==> src/rtl/vgafb_gray_pkg.sv <==
`default_nettype none
// ============================================================================
// Module      : vgafb_gray_pkg
// Description : Shared FSM state type and Gray/binary conversion helpers.
// Revision    : 1.0 - initial release
// ============================================================================
package vgafb_gray_pkg;

    typedef enum logic [1:0] {
        IDLE = 2'd0,
        FILL = 2'd1,
        RUN  = 2'd2
    } state_e;

    localparam int GRAY_MAX_W = 32;

    function automatic logic [GRAY_MAX_W-1:0] bin2gray(input logic [GRAY_MAX_W-1:0] b);
        return b ^ (b >> 1);
    endfunction

    function automatic logic [GRAY_MAX_W-1:0] gray2bin(input logic [GRAY_MAX_W-1:0] g);
        logic [GRAY_MAX_W-1:0] b;
        b[GRAY_MAX_W-1] = g[GRAY_MAX_W-1];
        for (int i = GRAY_MAX_W - 2; i >= 0; i--) begin
            b[i] = b[i+1] ^ g[i];
        end
        return b;
    endfunction

endpackage
`default_nettype wire

==> src/rtl/vgafb_gray_decode.sv <==
`default_nettype none
// ============================================================================
// Module      : vgafb_gray_decode
// Description : Purely combinational Gray-to-binary decoder.
// Revision    : 1.0 - initial release
// ============================================================================
module vgafb_gray_decode #(
    parameter int COUNTER_WIDTH = 4
) (
    input  logic [COUNTER_WIDTH-1:0] i_gray,
    output logic [COUNTER_WIDTH-1:0] o_bin
);

    // Running XOR from the MSB down: b[i] = b[i+1] ^ g[i].
    always_comb begin
        logic w_acc;
        w_acc = 1'b0;
        o_bin = '0;
        for (int i = COUNTER_WIDTH - 1; i >= 0; i--) begin
            w_acc    = w_acc ^ i_gray[i];
            o_bin[i] = w_acc;
        end
    end

endmodule
`default_nettype wire

==> src/rtl/vgafb_graysync.sv <==
`default_nettype none
// ============================================================================
// Module      : vgafb_graysync
// Description : Gray-count CDC synchronizer with binary decode, fill level and
//               optional illegal-transition detector (VGAFB_GRAYSYNC_CHECK_EN).
// Revision    : 1.0 - initial release
// ============================================================================
module vgafb_graysync
    import vgafb_gray_pkg::*;
#(
    parameter int COUNTER_WIDTH = 4,
    parameter int SYNC_STAGES   = 2
) (
    input  logic                     Clk,
    input  logic                     Reset_in,
    input  logic [COUNTER_WIDTH-1:0] GrayCount_in,
    input  logic [COUNTER_WIDTH-1:0] LocalCount_in,
    input  logic                     Clear_in,
    output logic [COUNTER_WIDTH-1:0] BinaryCount_out,
    output logic [COUNTER_WIDTH-1:0] Level_out,
    output logic                     Valid_out,
    output logic                     Error_out
);

    localparam int                   c_cnt_w    = $clog2(SYNC_STAGES + 1);
    localparam logic [c_cnt_w-1:0]   c_cnt_one  = c_cnt_w'(1);
    localparam logic [c_cnt_w-1:0]   c_cnt_last = c_cnt_w'(SYNC_STAGES);

    logic [COUNTER_WIDTH-1:0] sync_q [SYNC_STAGES];
    logic [COUNTER_WIDTH-1:0] sync_d [SYNC_STAGES];
    logic [COUNTER_WIDTH-1:0] bin_q, bin_d;
    logic [COUNTER_WIDTH-1:0] level_q, level_d;
    logic [c_cnt_w-1:0]       cnt_q, cnt_d;
    state_e                   state_q, state_d;
    logic [COUNTER_WIDTH-1:0] w_sync_last;
    logic [COUNTER_WIDTH-1:0] w_dec_bin;

    assign w_sync_last = sync_q[SYNC_STAGES-1];

    vgafb_gray_decode #(
        .COUNTER_WIDTH(COUNTER_WIDTH)
    ) u_decode (
        .i_gray(w_sync_last),
        .o_bin (w_dec_bin)
    );

    always_comb begin
        sync_d[0] = Clear_in ? '0 : GrayCount_in;
        for (int i = 1; i < SYNC_STAGES; i++) begin
            sync_d[i] = Clear_in ? '0 : sync_q[i-1];
        end
        bin_d   = Clear_in ? '0 : w_dec_bin;
        level_d = Clear_in ? '0 : (w_dec_bin - LocalCount_in);
    end

    // The IDLE->FILL edge already clocks fresh data into a zeroed chain, so it
    // counts as the first warm-up edge; after Clear the count starts at zero.
    always_comb begin
        state_d = state_q;
        cnt_d   = cnt_q;
        if (Clear_in) begin
            state_d = FILL;
            cnt_d   = '0;
        end else begin
            case (state_q)
                IDLE: begin
                    state_d = FILL;
                    cnt_d   = c_cnt_one;
                end
                FILL: begin
                    if (cnt_q == c_cnt_last) begin
                        state_d = RUN;
                    end else begin
                        cnt_d = cnt_q + c_cnt_one;
                    end
                end
                RUN:     state_d = RUN;
                default: state_d = IDLE;
            endcase
        end
    end

    always_ff @(posedge Clk or posedge Reset_in) begin
        if (Reset_in) begin
            for (int i = 0; i < SYNC_STAGES; i++) begin
                sync_q[i] <= '0;
            end
            bin_q   <= '0;
            level_q <= '0;
            cnt_q   <= '0;
            state_q <= IDLE;
        end else begin
            for (int i = 0; i < SYNC_STAGES; i++) begin
                sync_q[i] <= sync_d[i];
            end
            bin_q   <= bin_d;
            level_q <= level_d;
            cnt_q   <= cnt_d;
            state_q <= state_d;
        end
    end

    assign BinaryCount_out = bin_q;
    assign Level_out       = level_q;
    assign Valid_out       = (state_q == RUN);

`ifdef VGAFB_GRAYSYNC_CHECK_EN
    localparam logic [COUNTER_WIDTH-1:0] c_cw_one = COUNTER_WIDTH'(1);

    logic [COUNTER_WIDTH-1:0] prev_q, prev_d;
    logic [COUNTER_WIDTH-1:0] w_diff;
    logic                     w_multi;
    logic                     err_q, err_d;

    // More than one set bit in the XOR means an illegal Gray step.
    always_comb begin
        w_diff  = w_sync_last ^ prev_q;
        w_multi = |(w_diff & (w_diff - c_cw_one));
        prev_d  = Clear_in ? '0 : w_sync_last;
        err_d   = Clear_in ? 1'b0 : (err_q | ((state_q == RUN) && w_multi));
    end

    always_ff @(posedge Clk or posedge Reset_in) begin
        if (Reset_in) begin
            prev_q <= '0;
            err_q  <= 1'b0;
        end else begin
            prev_q <= prev_d;
            err_q  <= err_d;
        end
    end

    assign Error_out = err_q;
`else
    assign Error_out = 1'b0;
`endif

endmodule
`default_nettype wire

==> config.mk <==
export PLATFORM = sky130hd
export DESIGN_NAME = vgafb_graysync
export DESIGN_NICKNAME = d
export VERILOG_FILES = /design/src/rtl/vgafb_gray_pkg.sv /design/src/rtl/vgafb_gray_decode.sv /design/src/rtl/vgafb_graysync.sv
export SDC_FILE = /design/constraint.sdc
export NUM_CORES = 1
export LEC_CHECK = 0
export CAP_MARGIN = 20
export CORE_MARGIN = 8
export CORE_UTILIZATION = 48
export CTS_CLUSTER_SIZE = 14
export DETAILED_ROUTE_END_ITERATION = 7
export GPL_TIMING_DRIVEN = 0
export PLACE_DENSITY = 0.83
export SLEW_MARGIN = 30
export SYNTH_ARGS = -nofsm -noshare
export SYNTH_HDL_FRONTEND = slang
export SYNTH_HIERARCHICAL = 1
export SYNTH_SLANG_ARGS = --single-unit
==> constraint.sdc <==
create_clock -name Clk -period 2.05 [get_ports Clk]
set_clock_uncertainty 0.2 [all_clocks]
set_input_delay 0.3075 -clock Clk [delete_from_list [all_inputs] [get_ports Clk]]
set_output_delay 0.3075 -clock Clk [all_outputs]
set_load 0.02 [all_outputs]
**Word level (Yosys, flattened, before mapping)**

Index checks and enable logic that the tools add are counted.

- Memories kept: 0
- Flip-flop bits (word level): 20
- Word-level logic and storage cells: 29
- Bits in writable memories: 0
- Latch bits: 0
- Memory bits (read-only): 0

- Shift-type cells: 0
- $lt $le $gt $ge: 0
- Bitwise gates (word level): 3
- Eq/ne operators: 5
- Multiply operators: 0
- Add/sub/neg operators: 2
- Divide/modulo/power cells: 0
- Reduce and logical (&&, ||, !) cells: 3
- Mux-type cells: 10

Operator list:

| kind | count |
|---|---|
| $mux W4 | 4 |
| $mux W2 | 4 |
| $ne A3 B3 Y1 const B | 2 |
| $pmux W2 S3 | 1 |
| $eq A2 B2 Y1 const B | 2 |
| $pmux W2 S2 | 1 |
| $sub A4 B4 Y4 | 1 |
| $reduce_bool A3 Y1 | 1 |
| $xor A1 B1 Y1 | 3 |
| $add A2 B1 Y2 const B | 1 |
| $eq A2 B1 Y1 const B | 1 |
| $logic_not A2 Y1 | 1 |
| $reduce_and A2 Y1 | 1 |

**Depth between registers and ports, before layout**

- Word-level depth: 5
- Depth in mapped cells: 8
- Mapped depth without buffers: 8

**By module**

Netlist, hierarchy kept.

By module, submodules not included:

| module | sequential area each (um2) | cells an instance | area each (um2) | instances |
|---|---|---|---|---|
| vgafb_graysync | 500.5 | 74 | 895.9 | 1 |
| vgafb_gray_decode | 0.0 | 5 | 50.0 | 1 |

**Worst setup path before layout**

Ideal clock, no wire load.

- Path kind: register to register
- From: register sync_q, in the netlist w_sync_last[2]
- To: register level_q[1], in the netlist Level_out[1]
- Buffers on the path: 0
- Stages on the path, launching flop included: 8
- Data required time: 1732 ps
- Data arrival time: 1551 ps
- Setup time: 118 ps
- Clock period less this slack: 1868 ps
- Setup slack: 182 ps
- Path through: dfrtp_1 > xor2_2 > xnor2_1 > inv_1 > ha_1 > inv_1 > fa_1 > nor2b_1

- Word-level cells in the longest chain between the ends: 5

Ends and longest elaborated chain:

| what | line | text |
|---|---|---|
| start, declared | vgafb_graysync.sv:29 | `logic [COUNTER_WIDTH-1:0] sync_q [SYNC_STAGES];` |
| start signal, assigned by index | vgafb_graysync.sv:94 | `sync_q[i] <= sync_d[i];` |
| $xor A1 B1 Y1 | vgafb_gray_decode.sv:20 | `w_acc = w_acc ^ i_gray[i];` |
| via w_dec_bin[2] | vgafb_graysync.sv:36 | `logic [COUNTER_WIDTH-1:0] w_dec_bin;` |
| $xor A1 B1 Y1 (2 in series) | vgafb_gray_decode.sv:20 |  |
| via w_dec_bin[0] | vgafb_graysync.sv:36 |  |
| $sub A4 B4 Y4 | vgafb_graysync.sv:53 | `level_d = Clear_in ? '0 : (w_dec_bin - LocalCount_in);` |
| $mux W4 | vgafb_graysync.sv:53 |  |
| via level_d[1] | vgafb_graysync.sv:32 | `logic [COUNTER_WIDTH-1:0] level_q, level_d;` |
| end signal, assigned | vgafb_graysync.sv:97 | `level_q <= level_d;` |
| end, declared | vgafb_graysync.sv:32 |  |

The timed path passes the listed nets, and every way through them passes these cells.
A chain may end at the register's enable or synchronous reset.

**Worst setup path in the final report**

- From: register sync_q, in the netlist w_sync_last[3]
- To: register level_q[2], in the netlist Level_out[2]

Same word-level chain as after synthesis.

==> impl_metrics.env <==
export IMPL_cts_buffers=3
export IMPL_groute_usage_overall_pct=9.14
export IMPL_postRouteAntennaNets=0
export IMPL_io_pins=21
export IMPL_io_buffers=18
export IMPL_cts_num_sinks=20
export IMPL_clkLatencyLatePin_ns=0.30
export IMPL_multi_input_area_um2=392
export IMPL_syn_area_um2=946
export IMPL_start_util_pct=49.7
export IMPL_status="completed"
export IMPL_path_clk_slew_ns=0.11
export IMPL_worst_pin_slew_ns=0.737
export IMPL_num_vias=589
export IMPL_core_mm2=0.00190
export IMPL_grt_pass1_vias=608
export IMPL_setup_ws_ns=0.0983
export IMPL_dieArea_mm2=0.00365
export IMPL_critPathCaptureType="register"
export IMPL_synth_avg_cell_area_um2=12.0
export IMPL_cp_max_fo=2
export IMPL_drt_iter0_drc=7
export IMPL_critPathKind="register to register"
export IMPL_seq_area_frac_synth_pct=52.9
export IMPL_crit_path_start="w_sync_last[3]"
export IMPL_relSlewSlack_pct=50.8
export IMPL_pre_cts_ws_ns=0.0143
export IMPL_fillers=149
export IMPL_r2r_start="w_sync_last[3]"
export IMPL_fin_nets=124
export IMPL_antenna_found_initial=0
export IMPL_setup_viol=0
export IMPL_grt_pass1_wl_um=2480
export IMPL_grt_max_degree=21
export IMPL_r2r_cells=8
export IMPL_yosysUniqueCellTypes=26
export IMPL_power_density_mw_per_mm2=869
export IMPL_hold_viol=0
export IMPL_cp_arrival_ns=1.95
export IMPL_yosysWarningCount=6
export IMPL_seqCellArea_um2=500
export IMPL_whs_ns=0.220
export IMPL_critPathLaunchType="register"
export IMPL_min_period_ns=1.95
export IMPL_reg2reg_slack_ns=0.1
export IMPL_cts_root_buf="clkbuf_4"
export IMPL_drc=0
export IMPL_tritoncts="yes"
export IMPL_ys_seq_elements=20
export IMPL_die_width_um=60.4
export IMPL_drv_cap=0
export IMPL_clock_fmax_mhz=512
export IMPL_ctsHtreeMaxLevel=1
export IMPL_syn_nets=98
export IMPL_die_h_um=60.4
export IMPL_gr_total_overflow=0
export IMPL_viasPerCell=4.50
export IMPL_clock_path_buffers=2
export IMPL_fin_setup_tns_ns=0
export IMPL_p_leak_nw=0.605
export IMPL_finalMaxSlewViolations=0
export IMPL_min_period_over_period_pct=95.2
export IMPL_peakVddDrop_mv=0.535
export IMPL_drt_total_wl_um=1550
export IMPL_num_rows=16
export IMPL_drive_above_1_share_pct=17.3
export IMPL_routabilityCongestion=0.771
export IMPL_drtPass1Iterations=5
export IMPL_r2r_end="Level_out[2]"
export IMPL_hold_path_class="input port to asynchronous set/reset pin"
export IMPL_finish_utilization_pct=65.1
export IMPL_hpwl_um=1190
export IMPL_diodes=0
export IMPL_area_growth_pct=30.8
export IMPL_wire_per_inst_um=11.9
export IMPL_synth_cells=79
export IMPL_rsz0062_at_grt="yes"
export IMPL_cp_data_required_time_ns=2.04
[cells by family after synthesis]
kind of cell	share of synthesized area [%]
AND/OR/NAND/NOR	16.4
buffers and inverters	7.54
multiplexers	1.06
AO/OA/AOI/OAI	3.97
adder cells (fa/ha/maj)	11.4
other	0.396
flip-flops	52.9
XOR/XNOR	6.35
[synth_stat cells]
cell      instances  area, µm²
xor2_1            2       17.5
nor2b_1          12       75.1
nor3b_1           1       7.51
conb_1            1       3.75
inv_2             1       3.75
xor2_2            1       16.3
inv_1             8       30.0
o211ai_1          1       7.51
nand3b_1          1       7.51
a21oi_1           1       5.00
fa_1              1       20.0
a21oi_2           1       8.76
dfrtp_1          20        500
nand2b_4          1       13.8
nor3b_2           1       12.5
buf_6             2       22.5
nand2b_1          1       6.26
o211a_1           1       10.0
nor2_1            5       18.8
ha_1              7       87.6
mux2i_1           1       10.0
buf_4             2       15.0
nand3_1           2       10.0
xnor2_1           3       26.3
a31oi_1           1       6.26
nand2_1           1       3.75
[flip-flops by register name, indices dropped and copies added, names as in the netlist]
| register | count |
|---|---|
| BinaryCount_out | 4 |
| Level_out | 4 |
| sync_q | 4 |
| w_sync_last | 4 |
| cnt_q | 2 |
| state_q | 2 |
[layout by cell type, fill, tap and decap left out, drive strengths merged]
master / n
dfrtp: 20
mux2i: 1
nor2: 5
xnor2: 3
o211a: 1
nor3b: 2
o211ai: 1
inv: 9
clkdlybuf4s50: 17
fa: 1
nand2: 1
nand3: 2
conb: 1
buf: 6
a31oi: 1
nor2b: 12
dlygate4sd2: 1
xor2: 3
clkbuf: 4
dlygate4sd3: 1
nand3b: 1
nand2b: 2
ha: 7
a21oi: 2
[critical path, stage by stage (launching register included)]
cell and delay [ns]:
dfrtp_1 0.43, xor2_2 0.19, xnor2_1 0.12, inv_1 0.07
ha_1 0.18, inv_1 0.06, fa_2 0.36, xnor2_2 0.18
nor2_1 0.06
[stage by stage]
stage / total power [mW] / std cells / area (µm²)
4_1_cts: 1.08 / 130 / 1210
2_1_floorplan: 0.746 / 79 / 946
6_report: 1.08 / 131 / 1240
3_3_place_gp: 0.828 / 124 / 1160
5_1_grt: 1.15 / 131 / 1240
3_5_place_dp: 0.852 / 124 / 1160
[metal layers]
layer / global-route usage [%] / wire (µm)
met5: 0 / 0
met4: 5.78 / 6
met3: 2.54 / 78
met2: 15.4 / 764
met1: 9.87 / 704
[what timing repair did]
item                       CTS  global route
gates resized for setup      1             3
setup endpoints to repair    2             3
hold endpoints to repair     8             0
hold buffers                 1             0
pin swaps                    1             1
setup buffers                1             1
[area by class of cell]
type,instances,area share (%)
repair buffers,21,16.5
inverters,9,2.73
multi-input cells,46,31.6
flip-flops and latches,20,40.4
well taps,27,2.73
clock buffers,4,2.93
plain buffers,4,3.03
[how the worst max path moves through the flow]
stage	end	slack, ns	cells after the start
global placement	Level_out[1]	0.12	7
finish	Level_out[2]	0.1	8
global route	Level_out[1]	-0.01	7
detailed placement	Level_out[2]	0.01	8
floorplan	Level_out[1]	0.18	7
CTS	Level_out[2]	0.04	8
[power breakdown]
group	internal, mW	leakage [nW]	switching, mW
Clock	0.108	0.0210	0.117
Sequential	0.449	0.260	0.0250
Combinational	0.186	0.324	0.190
Power figures use the tool's default switching activity.
